`config.mk`:
```
export PLATFORM = sky130hd
export DESIGN_NAME = terminal_ctrl
export DESIGN_NICKNAME = d
export VERILOG_FILES = /design/src/rtl/terminal_ctrl.sv
export SDC_FILE = /design/constraint.sdc
export NUM_CORES = 1
export LEC_CHECK = 0
export CAP_MARGIN = 20
export CORE_MARGIN = 2
export CORE_UTILIZATION = 31
export CTS_BUF_LIST = sky130_fd_sc_hd__clkbuf_4 sky130_fd_sc_hd__clkbuf_8
export CTS_CLUSTER_SIZE = 28
export DETAILED_ROUTE_END_ITERATION = 8
export PLACE_DENSITY = 0.57
export SYNTH_ARGS = -nofsm -noshare
export SYNTH_HDL_FRONTEND = slang
export SYNTH_SLANG_ARGS = --single-unit
export TNS_END_PERCENT = 1
```
`constraint.sdc`:
```
create_clock -name clk -period 2.7 [get_ports clk]
set_input_delay 0.54 -clock clk [delete_from_list [all_inputs] [get_ports clk]]
set_output_delay 0.54 -clock clk [all_outputs]
set_load 0.1 [all_outputs]
```
`src/rtl/terminal_ctrl.sv`:
```
// Text terminal controller: turns PS/2 ASCII/scancode strobes into character
// buffer writes, manages the cursor, and runs screen / line clear sweeps.
module terminal_ctrl #(
  parameter int CHAR_HORZ_CNT = 80,
  parameter int CHAR_VERT_CNT = 25,
  parameter int CHAR_HORZ_W   = $clog2(CHAR_HORZ_CNT),
  parameter int CHAR_VERT_W   = $clog2(CHAR_VERT_CNT)
) (
  input  logic                   clk,
  input  logic                   rst,
  input  logic                   ps2_ascii_vld,
  input  logic [7:0]             ps2_ascii,
  input  logic                   ps2_scancode_vld,
  input  logic [7:0]             ps2_scancode,
  output logic [CHAR_HORZ_W-1:0] char_hpos,
  output logic [CHAR_VERT_W-1:0] char_vpos,
  output logic                   char_write_en,
  output logic [7:0]             char_symbol,
  output logic [CHAR_HORZ_W-1:0] cursor_hpos,
  output logic [CHAR_VERT_W-1:0] cursor_vpos,
  output logic                   busy
);

  localparam logic [CHAR_HORZ_W-1:0] H_LAST = CHAR_HORZ_W'(CHAR_HORZ_CNT - 1);
  localparam logic [CHAR_VERT_W-1:0] V_LAST = CHAR_VERT_W'(CHAR_VERT_CNT - 1);

  typedef enum logic [1:0] {CLEAR_ALL, CLEAR_LINE, IDLE} state_t;

  state_t                 state;
  logic [CHAR_HORZ_W-1:0] clr_h;
  logic [CHAR_VERT_W-1:0] clr_v;
  logic [CHAR_VERT_W-1:0] next_row;

  assign next_row = (cursor_vpos == V_LAST) ? '0 : cursor_vpos + 1'b1;

  always_ff @(posedge clk or posedge rst) begin
    if (rst) begin
      state         <= CLEAR_ALL;
      clr_h         <= '0;
      clr_v         <= '0;
      cursor_hpos   <= '0;
      cursor_vpos   <= '0;
      char_hpos     <= '0;
      char_vpos     <= '0;
      char_symbol   <= 8'h20;
      char_write_en <= 1'b0;
      busy          <= 1'b1;
    end else begin
      char_write_en <= 1'b0;
      // busy trails the state by one cycle so it lines up with the clear writes
      busy          <= (state != IDLE);
      case (state)
        CLEAR_ALL: begin
          char_write_en <= 1'b1;
          char_symbol   <= 8'h20;
          char_hpos     <= clr_h;
          char_vpos     <= clr_v;
          if (clr_h == H_LAST) begin
            clr_h <= '0;
            if (clr_v == V_LAST) begin
              clr_v <= '0;
              state <= IDLE;
            end else begin
              clr_v <= clr_v + 1'b1;
            end
          end else begin
            clr_h <= clr_h + 1'b1;
          end
        end
        CLEAR_LINE: begin
          char_write_en <= 1'b1;
          char_symbol   <= 8'h20;
          char_hpos     <= clr_h;
          char_vpos     <= clr_v;
          if (clr_h == H_LAST) begin
            clr_h <= '0;
            state <= IDLE;
          end else begin
            clr_h <= clr_h + 1'b1;
          end
        end
        IDLE: begin
          // the cycle that still shows busy high is also dead for input
          if (!busy && ps2_ascii_vld) begin
            if (ps2_ascii >= 8'h20 && ps2_ascii <= 8'h7E) begin
              char_write_en <= 1'b1;
              char_symbol   <= ps2_ascii;
              char_hpos     <= cursor_hpos;
              char_vpos     <= cursor_vpos;
              if (cursor_hpos == H_LAST) begin
                cursor_hpos <= '0;
                cursor_vpos <= next_row;
                clr_h       <= '0;
                clr_v       <= next_row;
                state       <= CLEAR_LINE;
              end else begin
                cursor_hpos <= cursor_hpos + 1'b1;
              end
            end else begin
              case (ps2_ascii)
                8'h0D, 8'h0A: begin
                  cursor_hpos <= '0;
                  cursor_vpos <= next_row;
                  clr_h       <= '0;
                  clr_v       <= next_row;
                  state       <= CLEAR_LINE;
                end
                8'h08: begin
                  if (cursor_hpos != '0) begin
                    cursor_hpos   <= cursor_hpos - 1'b1;
                    char_hpos     <= cursor_hpos - 1'b1;
                    char_vpos     <= cursor_vpos;
                    char_symbol   <= 8'h20;
                    char_write_en <= 1'b1;
                  end else if (cursor_vpos != '0) begin
                    cursor_hpos   <= H_LAST;
                    cursor_vpos   <= cursor_vpos - 1'b1;
                    char_hpos     <= H_LAST;
                    char_vpos     <= cursor_vpos - 1'b1;
                    char_symbol   <= 8'h20;
                    char_write_en <= 1'b1;
                  end
                end
                8'h1B: begin
                  cursor_hpos <= '0;
                  cursor_vpos <= '0;
                  clr_h       <= '0;
                  clr_v       <= '0;
                  state       <= CLEAR_ALL;
                end
                default: ;
              endcase
            end
          end else if (!busy && ps2_scancode_vld) begin
            case (ps2_scancode)
              8'h6B: if (cursor_hpos != '0)     cursor_hpos <= cursor_hpos - 1'b1;
              8'h74: if (cursor_hpos != H_LAST) cursor_hpos <= cursor_hpos + 1'b1;
              8'h75: if (cursor_vpos != '0)     cursor_vpos <= cursor_vpos - 1'b1;
              8'h72: if (cursor_vpos != V_LAST) cursor_vpos <= cursor_vpos + 1'b1;
              default: ;
            endcase
          end
        end
        default: state <= CLEAR_ALL;
      endcase
    end
  end

endmodule

```
==> summary.md, run 1 <==
| Metric | Value |
|---|---|
| WHS | about 480 ps |
| Syn nets | between 400 and 500 |
| Pleak | 2.03 nW |
| Worst Setup EP | cursor_hpos[6] |
| YS warnings | 0 |
| Clock tree sinks | 48 |
| Crit share post-route | 0.991 |
| Worst-case clock skew | 7.51 ps |
| Via Count | between 3,000 and 4,000 |
| Synth cell types | 76 |
| CP Cell Sequence | clkdlybuf4s50_1, or4b_4, or3_4, or3_1, nand4_4, buf_4, o21bai_1, o2bb2ai_1 |
| Post-DRT Antenna Nets | 0 |
| Worst-Margin Slew | roughly 660 ps |
| R2r setup slk | around 320 ps |
| Die area | about 13,000 um2 |
| Post-synth EDFFs | 0 |
| Commonest cells post-synth | 46 x dfrtp_1, 39 x nand2_1, 34 x nor2_1, 31 x o21ai_0, 25 x clkbuf_1 |
| Vias per inst | 5.52 |
| Synth area leaders | dfrtp_1 31%, o21ai_0 4.2%, nand2_1 4.0% |
| Setup crit end kind | flip-flop |
| Std-Cell Rows | 39 |
| Netlist Area Pre-Place | 3660 um2 |
| Achievable frequency | roughly 370 MHz |
| DIE WIDTH | 113 um |
| Fillers | approximately 1,100 |
| DP Area | 4730 um2 |
| Number of max-cap violations | 0 |
| # H-tree levels | 2 |
| Total track usage | 0.181 |
| Register area share after synthesis | 0.329 |
| Final Hold Fails | 0 |
| Pin count of the biggest net entering global routing | 25 |
| Post-synth top area share | 0.314 |
| Core ar. | approximately 11,000 um2 |
| Clk Latency, worst-skew pair | approximately 320 ps |
| Die height | 113 um |
| Most common cell in the netlist | dfrtp_1 |
| CTS tree | done |
| Async S/R FF share, synth | 1.00 |
| Number of synthesized register bits | 48 |
| Average size of a mapped cell | about 8.4 um2 |
| Setup repair after global routing missed its margin | true |
| Total power | 1.31 mW |
| Area delta synth->final | 33.3% |
| Residual DRC | 0 |
| Worst-path clk slew | around 90 ps |
| Vias in the first global route | approximately 3,700 |
| Top FF cell, synth | dfrtp_1 |
| Grt ovf | 0 |
| Setup CP Type | in2reg |
| Worst path depth | 8 |
| Initial antenna violation count | 0 |
| Final instance area | just under 5000 um2 |
| Worst r2r path cells | 9 |
| Effective utilization at floorplan | 0.319 |
| Fraction of layout cells with a size suffix above 1 | 0.289 |
| Peak supply drop | ~0.22 mV |
| Critical R2R Launch | cursor_hpos[0] |
| Crit path launch type | input pin |
| Worst Path Max Fanout | 8 |
| Power Dens Cells | 268 nW/um2 |
| Boundary Pins | 54 |
| Leading area contributor after synthesis | dfrtp_1 |
| CP max stage delay | 560 ps |
| CP top delay family | simple AND/OR/NAND/NOR gates |
| Worst Path Buf+Inv | 2 |
| First-pass GRT wire length | about 19,000 um |
| CP startpoint | ps2_ascii[5] |
| Worst min path class | in2async |
| Antenna Cells | 0 |
| Setup Viol. Count Final | 0 |
| Worst Path Required | between 2000 and 3000 ps |
| DR iter-0 viols | 255 |
| # nets final | between 500 and 600 |
| Max Root-Sink Buffers | 2 |
| Port buffer count | between 50 and 60 |
| DP Wirelength | 8950 um |
| Initial DRT Pass Iterations | 4 |
| WP data arrival | 2920 ps |
| Final Wtd Congestion | slightly below 0.9 |
| Tmin final | roughly 2700 ps |
| Place WS | -377 ps |
| TritonCTS Buffers | 5 |
| CP max stage cell | or4b_4 |
| Outcome | complete, no violations |
| Final Core Density | 0.426 |
| Drt wl/cell | between 15 and 20 um |
| Root Driver | clkbuf_8 |
| Post-Synthesis Cells | between 400 and 500 |
| Pins over their slew limit | 0 |
| Reg-to-reg critical path endpoint | clr_h[4] |
| Relative slew slack | 0.558 |
| Final worst slack | roughly 24 ps |
| WL final | about 11,000 um |
-- cell type report --
class / instances / area [um2] / share of cell area
multi-input cells: 338 / 2300 / 0.471
clock inverters: 1 / 5.00 / 0.00103
inverters: 19 / 71.3 / 0.0146
repair buffers: 126 / 1040 / 0.213
clock buffers: 7 / 83.8 / 0.0172
well taps: 143 / 179 / 0.0367
flip-flops and latches: 48 / 1210 / 0.247
-- metal layers --
metal | global-route usage | part of all wire | up-vias
met5 | 0 | 0 | -
met4 | 0.0585 | 0.013 | 0
met3 | 0.0321 | 0.053 | 8
met2 | 0.291 | 0.46 | 103
met1 | 0.247 | 0.47 | 1823
li1 | - | - | 1829
-- layout by cell type (no fill, tap or decap), drive strengths merged, types with 3 or more instances in the layout --
cell type	count
a41oi	4
inv	19
or4b	3
o311ai	3
dfrtp	46
nor4bb	3
nor3b	3
o21ai	34
o22ai	6
nor4b	3
ha	9
o31ai	4
xnor2	11
buf	107
nor3	13
or3	9
xor2	3
nand2b	3
o32a	4
a22o	7
nand2	39
clkbuf	7
mux2i	7
nor2	35
nand3	21
nor2b	5
and3	6
a21oi	22
o221ai	5
a211oi	5
mux2	6
nand4	3
a31oi	15
o211ai	8
or2	4
nand3b	4
o22a	3
clkdlybuf4s50	18
-- metrics by stage --
step                cells  setup TNS, ps
floorplan             436           -538
global placement      673          -6040
detailed placement    673          -7170
CTS                   681              0
global route          682          -51.4
finish                682              0
-- worst min-delay path by stage --
stage | to | cells after the start | from | slack, ps
final | char_hpos[3] | 2 | rst | 480
after CTS | clr_h[1] | 2 | rst | 490
after global placement | char_symbol[0] | 1 | char_symbol[0] | 490
after floorplan | char_vpos[4] | 2 | clr_v[4] | 490
after global routing | clr_h[1] | 2 | rst | 520
after detailed placement | char_symbol[3] | 1 | char_symbol[3] | 500
-- where the power goes --
group          switching (mW)  total [mW]  leakage (nW)  internal (mW)
Clock                   0.260       0.463        0.0491          0.203
Sequential                  0       0.718         0.575          0.718
Combinational          0.0624       0.126          1.41         0.0635
Total                   0.322        1.31          2.03          0.985
-- flip-flops by register name, summed over array words and instances (netlist names) --
signal and cells:
clr_v 5, busy 1, clr_h 7, char_hpos 7
cursor_hpos 7, state 2, char_write_en 1, cursor_vpos 5
char_symbol 8, char_vpos 5
-- worst reg2reg max path, stage by stage (launching register included) --
cell     delay (ps)
dfrtp_1         380
buf_4           170
ha_1            250
and3_1          250
nand3_1         240
o21ai_2          90
buf_4           140
a31oi_1         490
o21ai_0         190
o31ai_1          90
-- cells by family after synthesis --
group                    count (synthesis)  share of synthesized area
AND/OR/NAND/NOR                        161                      0.244
multiplexers                            13                     0.0376
flip-flops                              48                      0.329
adder cells (fa/ha/maj)                  9                     0.0307
XOR/XNOR                                14                     0.0335
buffers and inverters                   50                     0.0557
AO/OA/AOI/OAI                          141                      0.270
-- what timing repair did --
| action | CTS | global route |
|---|---|---|
| resized for setup | 2 | 6 |
| buffers inserted | 0 | 1 |
| pin swaps | 0 | 2 |
| endpoints found under the setup margin | 3 | 8 |
| endpoints found under the hold margin | 0 | 0 |
| hold buffers | 0 | 0 |
Power figures use the tool's default switching activity.
==> inputs of run 2 (changes only) <==
REMOVE_ABC_BUFFERS = 1   (was not set)
==> run 2 against run 1 <==
Effect of this change:
- global-route usage grew 0.52 points
- register-to-register slack lost 20 ps
- first-iteration DRC count shrank 5.5%
- cell area grew 0.13%
- die area is the same
- utilization grew 0.055 points
- worst setup slack gained 16 ps
- flip-flop and latch count is the same
- wire length grew 0.15%
- clock-buffer cell count shrank 1
- combinational power shrank 4%
- hold slack gained 43 ps
- critical path type unchanged
==> summary.md, run 2 (same netlist as run 1, synthesis figures left out) <==
| Metric | Value |
|---|---|
| Outcome | complete, no violations |
| Critical R2R Launch | cursor_hpos[1] |
| Area delta synth->final | 33.4% |
| First-pass GRT wire length | roughly 19,000 um |
| Antenna Cells | 0 |
| Final Wtd Congestion | 0.853 |
| Worst Path Required | just under 3000 ps |
| CTS tree | done |
| WHS | 523 ps |
| Clock tree sinks | 48 |
| Tmin final | around 2700 ps |
| Worst Path Max Fanout | 4 |
| Grt peak-use layer | met2 |
| Leading cell types in the layout, fill and taps excluded | 108 x buf_4, 46 x dfrtp_1, 39 x nand2_1, 33 x nor2_1, 29 x o21ai_0 |
| GRT met1 Usage | 0.257 |
| WP data arrival | between 2000 and 3000 ps |
| Std-Cell Rows | 39 |
| Effective utilization at floorplan | 0.319 |
| DIE WIDTH | 113 um |
| Post-DRT Antenna Nets | 0 |
| Initial antenna violation count | 0 |
| Worst Setup EP | cursor_hpos[3] |
| Worst-Margin Slew | ~670 ps |
| Fraction of layout cells with a size suffix above 1 | 0.290 |
| Core ar. | approximately 11,000 um2 |
| Initial DRT Pass Iterations | 5 |
| Clock power frac | 0.405 |
| Total track usage | 0.186 |
| Pin count of the biggest net entering global routing | 25 |
| Vias in the first global route | approximately 3,800 |
| Residual DRC | 0 |
| Setup crit end kind | flip-flop |
| Clk Latency, worst-skew pair | around 310 ps |
| DP Wirelength | ~8700 um |
| Boundary Pins | 54 |
| Achievable frequency | between 300 and 400 MHz |
| TritonCTS Buffers | 5 |
| Comb power frac | 0.086 |
| Worst-path clk slew | ~100 ps |
| Port buffer count | 53 |
| Worst-case clock skew | between 15 and 20 ps |
| Seq pwr share | 0.509 |
| DR iter-0 viols | between 200 and 250 |
| Max FFs per register | 8 |
| Fillers | between 1,000 and 1,500 |
| Root Driver | clkbuf_8 |
| Setup CP Type | in2reg |
| Post-CTS Hold Buffers | 0 |
| Switching share of power | 0.233 |
| Die height | approximately 110 um |
| CP startpoint | ps2_ascii[5] |
| Worst min path class | reg2reg |
| M2 GR Usage | 0.307 |
| R2r setup slk | around 300 ps |
| Via Count | 3,765 |
| Final worst slack | roughly 40 ps |
| Met3 Resource Use GR | 0.0241 |
| # nets final | 569 |
| Peak supply drop | 0.227 mV |
| Setup TNS | 0 ps |
| Crit share post-route | 0.985 |
| Final instance area | between 4000 and 5000 um2 |
| Pint | approximately 1.1 mW |
| Setup repair after global routing missed its margin | true |
| Most flop-heavy register | char_symbol |
| Drt wl/cell | 16.8 um |
| Worst r2r path cells | 12 |
| Relative slew slack | 0.551 |
| Finished Layout Cells | 684 |
| Final Core Density | 0.426 |
| Total power | between 1 and 1.5 mW |
| Final Hold Fails | 0 |
| Grt ovf | 0 |
| DP Area | about 4700 um2 |
| # H-tree levels | 2 |
| Place WS | -338 ps |
| Setup Viol. Count Final | 0 |
| Crit path launch type | input pin |
| Number of max-cap violations | 0 |
| Reg-to-reg critical path endpoint | char_hpos[0] |
| Pleak | ~2 nW |
| Power Dens Cells | approximately 290 nW/um2 |
| Vias per inst | between 5 and 6 |
| Pins over their slew limit | 0 |
| WL final | between 10,000 and 15,000 um |
| Post-Place Cells | roughly 680 |
| Die area | approximately 13,000 um2 |
| Psw | roughly 330 uW |
| Max Root-Sink Buffers | 2 |
| Commonest non-fill, non-tap cell in the layout | buf_4 |
## run 2: worst min path at each step
stage	startpoint	endpoint	slack (ps)	cells past startpoint
floorplan	clr_v[4]	char_vpos[4]	490	2
global placement	char_symbol[3]	char_symbol[3]	490	1
detailed placement	char_symbol[2]	char_symbol[2]	500	1
CTS	char_symbol[5]	char_symbol[5]	530	2
global route	char_symbol[5]	char_symbol[5]	530	2
finish	char_vpos[0]	char_vpos[0]	520	1
## run 2: repair_timing
item	4_1_cts	5_1_grt
resized for setup	0	12
endpoints found under the hold margin	0	0
pin swaps	1	0
buffers inserted	1	0
endpoints found under the setup margin	1	8
## run 2: critical path, cell delays in order
cell and delay, ps:
clkdlybuf4s50_1 420, or4b_4 550, or3_4 420, or3_4 410, nand4_4 120, buf_4 130
a21oi_1 40, o22a_2 220
## run 2: power by group through the flow
stage,Clock (mW),Sequential [mW],Combinational [mW]
floorplan,0,0.733,0.0392
global route,0.617,0.719,0.132
global placement,0,0.733,0.117
detailed placement,0,0.733,0.119
finish,0.572,0.718,0.121
CTS,0.589,0.718,0.119
## run 2: layout make-up
class                           instances  area (um2)  area share
Multi-Input combinational cell        338        2290       0.470
Sequential cell                        48        1200       0.246
Timing Repair Buffer                  128        1020       0.208
Tap cell                              143         179      0.0366
Clock buffer                            6        82.6      0.0169
Inverter                               19        71.3      0.0146
Clock inverter                          2        38.8     0.00794
## run 2: routing by layer
metal,vias to the layer above,part of all wire
met1,1830,0.48
met5,-,0
met2,82,0.48
met3,12,0.032
li1,1841,-
met4,0,0.010
==> patch, RTL diff (flow settings as in run 2) <==
Re-encode `state_t` (3 states) as one-hot, 3 bits wide.
--- a/src/rtl/terminal_ctrl.sv
+++ b/src/rtl/terminal_ctrl.sv
@@ -26,3 +26,3 @@
 
-  typedef enum logic [1:0] {CLEAR_ALL, CLEAR_LINE, IDLE} state_t;
+  typedef enum logic [2:0] {CLEAR_ALL = 3'b001, CLEAR_LINE = 3'b010, IDLE = 3'b100} state_t;
 
Check against the original RTL: same outputs for any inputs over 4 cycles, from zero or initial values and one cycle with rst high; so few cycles prove little.
==> patch against run 2 <==
  * Wire length shrank 9.1%
  * Final area shrank 5.4%
  * Worst setup slack better by 0.10 ns
  * Sequential cell count grew 1
  * Count of clock-buffer cells in the layout down 1
  * Synthesized area shrank 3.7%
Power is left out: it rests on default switching activity, and per cell area and clock period it moved more than threefold.
==> patch: results (changes against run 2) <==
Outcome
  – Status: complete, no violations

Synthesis
  – Post-Synth XOR/XNOR Area: 3.23% (-0.12 points)
  – Synth cell types: 69 (-9.2%)
  – Top cells by count, synth: nand2_1, dfrtp_1, nor2_1, nand3_1, o21ai_0
  – Synth Area in Adders: 2.84% (-0.24 points)
  – Mux cell area share after synthesis: 1.81% (-1.9 points)
  – Seq/Total Area, Yosys: 34.9% (+2.0 points)

Setup path
  – R2R setup slack: 0.35 ns (+0.05 ns)
  – Slowest stage cell, crit path: or4b_1
  – Max Fanout on Critical Path: 19 (+15)
  – CP Capture Point: char_vpos[3]
  – Arrival @ worst endpoint: 2.80 ns (-0.06 ns)
  – CP max stage delay: 0.61 ns (+0.06 ns)
  – Worst R2R Start: cursor_hpos[0]

Global routing
  – GR Util met3: 2.41% (-0.0046 points)
  – Vias in the first global route: 3,480 (-8.0%)
  – GRT Resource Usage Total: 17.3% (-1.3 points)
  – Met2 Use GR: 27.3% (-3.4 points)
  – Global routing usage on met1: 25.5% (-0.25 points)
  – Pin count of the biggest net entering global routing: 30 (+20%)

Drt
  – Vias: 3,591 (-4.6%)
  – Wire length on met2: 4.70 mm (-15%)
  – Post-Route M1 WL: 5.12 mm (-6.3%)
  – Met3 wire len: 598 µm (+63%)
  – Initial DRC count: 177 (-27%)

Worst hold path
  – HP Start: char_symbol[4]
  – Worst hold stages: 2 (+1)
  – Hold Path End: char_symbol[4]

Final layout
  – Share of cells above drive strength 1: 23.4% (-5.6 points)
  – Fin nets: 557 (-2.1%)

Timing
  – Least-Margin Pin Slew: 0.686 ns (+0.0177 ns)
## patch: cell types whose count changed after synthesis, moves of 4 or more
cell       before  now
o2bb2ai_1       2    7
inv_1          18   12
mux2i_1         7    3
nand3_1        21   31
a22o_1          7    1
nand2_1        39   56
mux2_2          6    2
a31oi_1        15   10
nand2b_1        3   10
o21ai_1         2    6
clkbuf_1       25   15
## patch: area by class of cell
cell class | count | share of cell area, %
Timing Repair Buffer | 111 | 19.6
Multi-Input combinational cell | 348 | 46.4
Tap cell | 140 | 3.79
Sequential cell | 49 | 26.6
Clock buffer | 5 | 1.49
Clock inverter | 3 | 0.947
Inverter | 14 | 1.14
## patch: metrics by stage
| step | cell area [µm²] | setup slack (ns) | TNS [ns] |
|---|---|---|---|
| after floorplan | 3400 | -1.43 | -45.88 |
| after global placement | 4500 | -0.170 | -2.82 |
| after detailed placement | 4500 | -0.221 | -3.51 |
| after CTS | 4610 | 0.0899 | 0 |
| after global routing | 4620 | -0.0161 | -0.0161 |
| final | 4620 | 0.143 | 0 |
